--- config.mk ---
export PLATFORM = sky130hd
export DESIGN_NAME = m_wb_elastic_stage
export DESIGN_NICKNAME = d
export VERILOG_FILES = /design/src/rtl/m_wb_pkg.sv /design/src/rtl/m_wb_elastic_stage_rob_age_cmp.sv /design/src/rtl/m_wb_elastic_stage.sv
export SDC_FILE = /design/constraint.sdc
export NUM_CORES = 1
export LEC_CHECK = 0
export ABC_CLOCK_PERIOD_IN_PS = 4110
export BUFFER_PORTS_ARGS = -buffer_cell sky130_fd_sc_hd__buf_4
export CAP_MARGIN = 20
export CORE_MARGIN = 5
export CORE_UTILIZATION = 45
export CTS_CLUSTER_DIAMETER = 30
export DETAILED_ROUTE_END_ITERATION = 7
export PLACE_DENSITY = 0.71
export SLEW_MARGIN = 20
export SYNTH_ARGS = -nofsm -noshare
export SYNTH_HDL_FRONTEND = slang
export SYNTH_HIERARCHICAL = 1
export SYNTH_SLANG_ARGS = --single-unit
export TNS_END_PERCENT = 5
--- constraint.sdc ---
create_clock -name clk -period 4.11 [get_ports clk]
set_input_delay 0.822 -clock clk [delete_from_list [all_inputs] [get_ports clk]]
set_output_delay 0.822 -clock clk [all_outputs]
set_load 0.01 [all_outputs]
--- src/rtl/m_wb_pkg.sv ---
// Shared types and helpers for the M/WB elastic stage: payload bundle,
// width constants and the wrap-aware ROB age comparison.
package m_wb_pkg;

  localparam int unsigned WORD_SIZE       = 32;
  localparam int unsigned INSTR_TYPE_SZ   = 3;
  localparam int unsigned ROB_ENTRY_WIDTH = 3;

  typedef struct packed {
    logic [INSTR_TYPE_SZ-1:0]   instruction_type;
    logic [WORD_SIZE-1:0]       pc;
    logic                       exception;
    logic [WORD_SIZE-1:0]       virtual_addr_exception;
    logic [WORD_SIZE-1:0]       aluResult;
    logic [ROB_ENTRY_WIDTH-1:0] rob_id;
  } m_wb_payload_t;

  // True when id is strictly younger than ref_id, ages measured from the ROB head.
  function automatic logic rob_younger(input logic [ROB_ENTRY_WIDTH-1:0] id,
                                       input logic [ROB_ENTRY_WIDTH-1:0] ref_id,
                                       input logic [ROB_ENTRY_WIDTH-1:0] head);
    logic [ROB_ENTRY_WIDTH-1:0] age_id;
    logic [ROB_ENTRY_WIDTH-1:0] age_ref;
    age_id  = id - head;
    age_ref = ref_id - head;
    return age_id > age_ref;
  endfunction

endpackage

--- src/rtl/m_wb_elastic_stage_rob_age_cmp.sv ---
// Combinational ROB age compare: flags an id as younger than the flush id.
module rob_age_cmp
  import m_wb_pkg::*;
(
  input  logic [ROB_ENTRY_WIDTH-1:0] i_id,
  input  logic [ROB_ENTRY_WIDTH-1:0] i_ref_id,
  input  logic [ROB_ENTRY_WIDTH-1:0] i_head,
  output logic                       o_younger_c
);

  assign o_younger_c = rob_younger(i_id, i_ref_id, i_head);

endmodule

--- src/rtl/m_wb_elastic_stage.sv ---
// DEPTH-entry in-order elastic buffer between Memory and Writeback with
// valid/ready handshake, occupancy reporting and ROB-age based flush.
module m_wb_elastic_stage #(
  parameter int unsigned WORD_SIZE       = m_wb_pkg::WORD_SIZE,
  parameter int unsigned INSTR_TYPE_SZ   = m_wb_pkg::INSTR_TYPE_SZ,
  parameter int unsigned ROB_ENTRY_WIDTH = m_wb_pkg::ROB_ENTRY_WIDTH,
  parameter int unsigned DEPTH           = 2
) (
  input  logic                       clk,
  input  logic                       reset,
  input  logic                       in_valid,
  output logic                       in_ready,
  input  logic [INSTR_TYPE_SZ-1:0]   instruction_type,
  input  logic [WORD_SIZE-1:0]       pc,
  input  logic                       exception,
  input  logic [WORD_SIZE-1:0]       virtual_addr_exception,
  input  logic [WORD_SIZE-1:0]       aluResult,
  input  logic [ROB_ENTRY_WIDTH-1:0] rob_id,
  output logic                       out_valid,
  input  logic                       out_ready,
  output logic [INSTR_TYPE_SZ-1:0]   instruction_type_out,
  output logic [WORD_SIZE-1:0]       pc_out,
  output logic                       exception_out,
  output logic [WORD_SIZE-1:0]       virtual_addr_exception_out,
  output logic [WORD_SIZE-1:0]       aluResult_out,
  output logic [ROB_ENTRY_WIDTH-1:0] rob_id_out,
  input  logic                       flush_valid,
  input  logic                       flush_all,
  input  logic [ROB_ENTRY_WIDTH-1:0] flush_rob_id,
  input  logic [ROB_ENTRY_WIDTH-1:0] rob_head,
  output logic [$clog2(DEPTH+1)-1:0] occupancy
);
  import m_wb_pkg::*;

  localparam int unsigned PTR_W = (DEPTH > 1) ? $clog2(DEPTH) : 1;
  localparam int unsigned CNT_W = $clog2(DEPTH + 1);

  logic [PTR_W-1:0] r_head;
  logic [PTR_W-1:0] r_tail;
  logic [CNT_W-1:0] r_count;
  m_wb_payload_t    r_mem [DEPTH];

  logic             w_in_ready;
  logic             w_out_valid;
  logic             w_push;
  logic             w_pop;
  logic             w_push_kept;
  logic             w_in_younger;
  logic [DEPTH-1:0] w_slot_younger;
  logic [PTR_W-1:0] w_head_nxt;
  logic [PTR_W-1:0] w_tail_nxt;
  logic [PTR_W-1:0] w_wr_ptr;
  logic [PTR_W-1:0] w_slot;
  logic [CNT_W-1:0] w_count_pop;
  logic [CNT_W-1:0] w_keep;
  logic [CNT_W-1:0] w_count_nxt;
  m_wb_payload_t    w_wr_data;

  assign w_in_ready  = (r_count != CNT_W'(DEPTH));
  assign w_out_valid = (r_count != '0);

  for (genvar g = 0; g < int'(DEPTH); g++) begin : g_age
    rob_age_cmp u_age (
      .i_id        (r_mem[g].rob_id),
      .i_ref_id    (flush_rob_id),
      .i_head      (rob_head),
      .o_younger_c (w_slot_younger[g])
    );
  end

  rob_age_cmp u_age_in (
    .i_id        (rob_id),
    .i_ref_id    (flush_rob_id),
    .i_head      (rob_head),
    .o_younger_c (w_in_younger)
  );

  // Pop first, then flush trims a suffix of survivors, then the push lands at the new tail.
  always_comb begin
    w_push      = in_valid & w_in_ready;
    w_pop       = w_out_valid & out_ready;
    w_head_nxt  = r_head + PTR_W'(w_pop);
    w_count_pop = r_count - CNT_W'(w_pop);
    w_keep      = w_count_pop;
    w_slot      = '0;
    for (int k = int'(DEPTH) - 1; k >= 0; k--) begin
      w_slot = w_head_nxt + PTR_W'(k);
      if (flush_valid && (CNT_W'(k) < w_count_pop) &&
          (flush_all || w_slot_younger[w_slot])) begin
        w_keep = CNT_W'(k);
      end
    end
    w_push_kept = w_push & ~(flush_valid & (flush_all | w_in_younger));
    w_wr_ptr    = w_head_nxt + PTR_W'(w_keep);
    w_tail_nxt  = w_wr_ptr + PTR_W'(w_push_kept);
    w_count_nxt = w_keep + CNT_W'(w_push_kept);
    w_wr_data.instruction_type       = instruction_type;
    w_wr_data.pc                     = pc;
    w_wr_data.exception              = exception;
    w_wr_data.virtual_addr_exception = virtual_addr_exception;
    w_wr_data.aluResult              = aluResult;
    w_wr_data.rob_id                 = rob_id;
  end

  always_ff @(posedge clk or negedge reset) begin
    if (!reset) begin
      r_head  <= '0;
      r_tail  <= '0;
      r_count <= '0;
      for (int i = 0; i < int'(DEPTH); i++) begin
        r_mem[i] <= '0;
      end
    end else begin
      r_head  <= w_head_nxt;
      r_tail  <= w_tail_nxt;
      r_count <= w_count_nxt;
      if (w_push_kept) begin
        r_mem[w_wr_ptr] <= w_wr_data;
      end
    end
  end

  assign in_ready                   = w_in_ready;
  assign out_valid                  = w_out_valid;
  assign occupancy                  = r_count;
  assign instruction_type_out       = r_mem[r_head].instruction_type;
  assign pc_out                     = r_mem[r_head].pc;
  assign exception_out              = r_mem[r_head].exception;
  assign virtual_addr_exception_out = r_mem[r_head].virtual_addr_exception;
  assign aluResult_out              = r_mem[r_head].aluResult;
  assign rob_id_out                 = r_mem[r_head].rob_id;

  // Protocol checks: occupancy bound, and each push younger than the youngest held entry.
  always_ff @(posedge clk) begin
    if (reset) begin
      assert (r_count <= CNT_W'(DEPTH))
        else $error("m_wb_elastic_stage: occupancy above DEPTH");
      assert (!(w_push && !w_in_ready))
        else $error("m_wb_elastic_stage: push while not ready");
      if (w_push && !flush_valid && (w_count_pop != '0)) begin
        assert (rob_younger(rob_id, r_mem[r_tail - PTR_W'(1)].rob_id, rob_head))
          else $error("m_wb_elastic_stage: non-monotonic rob_id push");
      end
    end
  end

endmodule
; Word level (Yosys, flattened, before mapping)
; Cells that the tools add are included.
[classes]
addsub = 9
mul = 0
div_mod_pow = 0
order_cmp = 10
eq_ne = 1
shift = 0
n_mux = 12
n_bitwise = 8
reduce_logical = 8
[op_table]
columns = cell, n
row1 = $mux W103, 4
row2 = $bwmux W206, 1
row3 = $demux W103 S1, 1
row4 = $sub A3 B3 Y3, 4
row5 = $gt A3 B3 Y1, 3
row6 = $logic_and A1 B1 Y1, 5
row7 = $and A1 B1 Y1, 4
row8 = $ge A2 B2 Y1 const B, 2
row9 = $lt A1 B2 Y1 const A, 2
row10 = $lt A1 B2 Y1 const B, 2
row11 = $mux W1, 4
row12 = $mux W2, 2
row13 = $not A1 Y2, 2
row14 = $add A1 B1 Y1, 2
row15 = $add A2 B1 Y2, 1
row16 = $logic_or A1 B1 Y1, 2
row17 = $lt A2 B1 Y1 const B, 1
row18 = $ne A2 B2 Y1 const B, 1
row19 = $reduce_bool A2 Y1, 1
row20 = $sub A2 B1 Y2, 1
row21 = $add A1 B1 Y1 const B, 1
row22 = $not A1 Y1, 1
row23 = $or A1 B1 Y1, 1
[word_totals]
register_bits = 209
latch_bits = 0
mem_bits_rw = 0
rom_bits = 0
inputBits = 115
output_inout_bits = 107
n_memories = 0

; Longest topological paths before layout
[depth]
depth_word = 17
depth_mapped = 16
mapped_depth_nobuf = 15

; Hierarchy
; Netlist, hierarchy kept.
[modules_own_cells]
columns = module, n_inst, cells_per_inst, area_each_um2, seq_area_each_um2
row1 = m_wb_elastic_stage, 1, 587, 9177.6, 5230.0
row2 = rob_age_cmp, 3, 22, 187.7, 0.0

; Worst setup path after synthesis
; No wires, ideal clock.
[synth_path]
kind = in2reg
startpoint = input flush_rob_id[0]
endpoint = register r_mem[103] in the netlist's numbering
setup_time_ns = 0.128
t_arrival_ns = 3.709
t_required_ns = 3.982
setup_slack_ns = 0.274
cell_stages = 16
n_path_buf = 2
path_cell_list = inv_1 -> ha_1 -> inv_1 -> fa_1 -> inv_1 -> ha_1 -> nor2b_1 -> o21ai_1 -> a32oi_1 -> or2_2 -> a21oi_1 -> a311oi_1 -> a211oi_2 -> buf_2 -> buf_4 -> mux2_1
[synth_via]
elab_chain_len = 15
elab_cells_between_ends = 26
[synth_lines]
columns = item, line_no
row1 = start: declaration, m_wb_elastic_stage.sv:29  ; input logic [ROB_ENTRY_WIDTH-1:0] flush_rob_id,
row2 = $sub A3 B3 Y3 (*), m_wb_pkg.sv:25  ; age_ref = ref_id - head;
row3 = $gt A3 B3 Y1 (*), m_wb_pkg.sv:26  ; return age_id > age_ref;
row4 = via w_slot_younger[1], m_wb_elastic_stage.sv:49  ; logic [DEPTH-1:0] w_slot_younger;
row5 = $mux W1 (not written as such) (2 in a row), m_wb_elastic_stage.sv:89  ; (flush_all || w_slot_younger[w_slot])) begin
row6 = $logic_or A1 B1 Y1, m_wb_elastic_stage.sv:89
row7 = $logic_and A1 B1 Y1, m_wb_elastic_stage.sv:88  ; if (flush_valid && (CNT_W'(k) < w_count_pop) &&
row8 = $mux W2, m_wb_elastic_stage.sv:88
row9 = $mux W2 (*), m_wb_elastic_stage.sv:88
row10 = $add A1 B1 Y1 (*), m_wb_elastic_stage.sv:94  ; w_wr_ptr = w_head_nxt + PTR_W'(w_keep);
row11 = $not A1 Y2 (not written as such) (*), m_wb_elastic_stage.sv:118  ; r_mem[w_wr_ptr] <= w_wr_data;
row12 = $ge A2 B2 Y1 (not written as such) / $lt A2 B1 Y1 (equally long branches), m_wb_elastic_stage.sv:118
row13 = $logic_and A1 B1 Y1 (not written as such), m_wb_elastic_stage.sv:118
row14 = $mux W103 (not written as such), m_wb_elastic_stage.sv:118
row15 = $demux W103 S1 (*), m_wb_elastic_stage.sv:118
row16 = $bwmux W206 (*), m_wb_elastic_stage.sv:118
row17 = end signal: indexed assignment, m_wb_elastic_stage.sv:118
row18 = end: declaration, m_wb_elastic_stage.sv:41  ; m_wb_payload_t r_mem [DEPTH];
; Mark *: on every way through the listed nets, which the timed path passes. The rest lies on a longest branch. The select of a mux whose other input is x is not followed.
; A chain may end at the register's enable or synchronous reset.

; Final worst setup path
[layout_path]
startpoint = input flush_rob_id[0]
endpoint = register r_mem[113] in the netlist's numbering
; The elaborated chain is that of the path after synthesis.

==> metrics.md <==
| Metric | Value |
|---|---|
| Final min period | 3619 ps |
| Power Internal | 8.831 mW |
| Slowest cell delay on critical path | 480 ps |
| Area Growth Syn to Fin | 37.96% |
| Post-Syn Area per Cell | 14.92 um^2 |
| WS Path Type | in2reg |
| Antenna-violating nets left | 0 |
| Final hold vios | 0 |
| F_max | 0.2763 GHz |
| Post-detail-place hpwl | 15.39 mm |
| Initial cell density of the core | 0.4605 |
| Max-cap violations | 0 |
| Number of diodes | 0 |
| Routability cong. | 0.7954 |
| Total Wirelength | 21.83 mm |
| Via/cell ratio | 4.992 |
| Grt total ovfl | 0 |
| Power density over the cells | 954.8 nW/um^2 |
| Layout fillers | 1601 |
| Gate count after technology mapping | 653 |
| DR iter-0 viols | 186 |
| Post-Layout Cell Count | 1229 |
| Placed instance count | 1147 |
| Syn_nets | 791 |
| Crit path max fanout | 19 |
| Core area | 21150 um^2 |
| CTS buffer count | 45 |
| Sequential Power Share | 0.292 |
| Leak Pwr | 6.119 nW |
| RSZ-0062 raised after global routing | false |
| Worst setup SP type | input pin |
| Via count | 6135 |
| CTS Sinks | 209 |
| Worst Path Required | 4490 ps |
| Largest net degree at the start of global routing | 98 |
| Initial antenna violation count | 0 |
| Slew Limit Fails | 0 |
| DR DRC count | 0 |
| Combinational power share | 0.431 |
| Kind of cell adding the most delay to the critical path | compound AO/OA/AOI/OAI gates |
| Clock Tree Root | clkbuf_16 |
| Post-CTS Hold Fix Bufs | 0 |
| DR pass1 iterations | 4 |
| Standard-cell rows | 53 |
| Most common cell after layout, fill and taps aside | buf_4 |
| Clock power frac | 0.277 |
| Status | finished, final reports clean |
| Final setup violating endpoints | 0 |
| Die W | 157.1 um |
| Total Die Area | 24690 um^2 |
| Max Root-Sink Buffers | 3 |
| All-Layer GR Usage | 0.1796 |
| Slew @ Worst Pin | 789.0 ps |
| CTS tree | built |
| Hold_ws | 377.8 ps |
| H-tree levels | 2 |
| Rel. slew slack | 0.4740 |
| Period utilisation layout | 0.8805 |
| Register area share after synthesis | 0.5369 |
| Global-route wire length before repair | 35.91 mm |
| Synthesized area | 9741 um^2 |
| Most frequent cells in the layout | 243 x buf_4, 208 x dfrtp_1, 169 x mux2_2, 140 x mux2_1, 46 x clkbuf_16 |
| Worst skew pair latency | 510 ps |
| Post-CTS setup buffer count | 0 |
| Worst-path clk slew | 50 ps |
| Vias in the first global route | 7016 |
| CP bufs+invs | 6 |
| Crit-path slowest cell | fa_1 |
| Worst vdd ir | 0.5769 mV |
| Sw Share | 0.3118 |
| Synth Warn # | 6 |
| Share of cells above drive strength 1 | 0.5304 |
| Post-synth cell types | 32 |
| # IOs | 222 |
| Total Nets Final | 1057 |
| Critical-path cell list | buf_4 -> inv_1 -> ha_1 -> inv_1 -> fa_1 -> inv_1 -> ha_1 -> nor2b_1 -> o21ai_1 -> a32oi_1 -> nor2_1 -> a31o_1 -> a211oi_4 -> buf_4 -> buf_12 -> mux2_1 |
| Crit end category | flip-flop |
| Worst Path Arrival | 4000 ps |
| Hold crit path type | in2async |
| Crit path top cell by count | inv_1 |
| Wirelength per Cell | 17.76 um |
| Clock Skew | 13.72 ps |
| IO Port Bufs | 221 |
| Synthesized flop and latch total | 209 |
| Number of gates resized after cts | 0 |
| Psw | 4.001 mW |
| Die height | 157.1 um |
power groups by stage:
stage	combinational, mW	sequential (mW)	clock, mW
floorplan	3.51	3.49	0
global placement	5.52	3.72	0
detailed placement	5.60	3.76	0
CTS	5.64	3.75	3.63
global route	6.03	3.88	3.75
finish	5.53	3.75	3.56
synth_stat cells:
master | n | area [um^2]
a311oi_2 | 1 | 15.01
a211oi_2 | 2 | 25.02
nor3_1 | 1 | 5.000
and2_1 | 1 | 6.260
fa_1 | 6 | 120.1
a21oi_1 | 2 | 10.01
xor2_1 | 4 | 35.03
clkbuf_1 | 12 | 45.04
o21ai_1 | 3 | 15.01
inv_1 | 27 | 101.4
a311oi_1 | 1 | 8.760
buf_2 | 7 | 35.03
mux2_2 | 169 | 1903
a32oi_1 | 3 | 26.28
o21ai_2 | 1 | 8.760
or2_2 | 2 | 12.51
a31o_1 | 2 | 17.52
mux2_1 | 140 | 1577
buf_6 | 8 | 90.09
o21a_1 | 1 | 7.510
nor2b_1 | 3 | 18.77
nand3_1 | 1 | 5.000
dfrtp_1 | 209 | 5230
inv_2 | 1 | 3.750
buf_4 | 7 | 52.55
ha_1 | 17 | 212.7
xor2_2 | 1 | 16.27
xnor2_1 | 10 | 87.58
o21ai_0 | 5 | 25.02
nand2_1 | 2 | 7.510
nor2_1 | 3 | 11.26
and3_1 | 1 | 6.260
cells by family (layout without fill, tap and decap cells):
group                    after synthesis  after routing  share of synthesized area
multiplexers                         309            309                     0.3572
flip-flops                           209            209                     0.5369
buffers and inverters                 62            363                    0.03365
adder cells (fa/ha/maj)               23             23                    0.03417
AO/OA/AOI/OAI                         21             21                    0.01631
XOR/XNOR                              15             15                    0.01426
AND/OR/NAND/NOR                       14             14                   0.007450
path summary, 6_finish.rpt:
path,from,end,slack [ps],depth (start not counted)
min in group clk,r_mem[117],r_mem[117],480,1
max,flush_rob_id[0],r_mem[113],490,16
min reg2reg,r_mem[117],r_mem[117],480,1
max in group asynchronous,reset,r_mem[76],2710,2
min,reset,r_mem[153],380,1
max reg2reg,r_mem[103],r_mem[113],500,15
registers in the layout, summed over array words and instances, names as in the netlist:
name and count:
r_head 1, occupancy 2, r_mem 206
metal layers:
metal / GRT usage / part of all wire / wire length, um
met1: 0.2327 / 0.43 / 9402
met2: 0.2821 / 0.46 / 10100
met3: 0.07149 / 0.090 / 1955
met4: 0.05080 / 0.017 / 372
met5: 0 / 0 / 0
worst reg2reg max path, stage by stage, from the launching register on:
cell and delay, ps:
dfrtp_1 380, inv_1 70, ha_1 150, inv_1 50, fa_1 370, xor2_1 160, xnor2_1 130, ha_1 300
o21ai_1 70, a32oi_1 370, nor2_1 170, a31o_1 270, a211oi_4 250, buf_4 230, buf_12 190, mux2_1 350
metrics by stage:
step	worst slack [ps]	instance area, um^2	util	setup TNS, ps	total power [mW]
after global routing	256.5	13440	0.6352	0	13.67
final	491.3	13440	0.6352	0	12.83
after detailed placement	-21.05	11900	0.5625	-362.1	9.364
after floorplan	273.7	9741	-	0	7.003
after global placement	20.71	11900	0.5625	0	9.245
after CTS	481.2	13440	0.6352	0	13.02
area by class of cell:
cell class | instances | area, um^2 | area share
Clock buffer | 59 | 1260 | 0.09376
Clock inverter | 23 | 279.0 | 0.02076
Inverter | 28 | 105.1 | 0.007821
Multi-Input combinational cell | 382 | 4198 | 0.3124
Sequential cell | 209 | 5234 | 0.3895
Tap cell | 275 | 344.1 | 0.02561
Timing Repair Buffer | 253 | 2018 | 0.1502
Note: power is estimated with default switching activity, not from simulation.
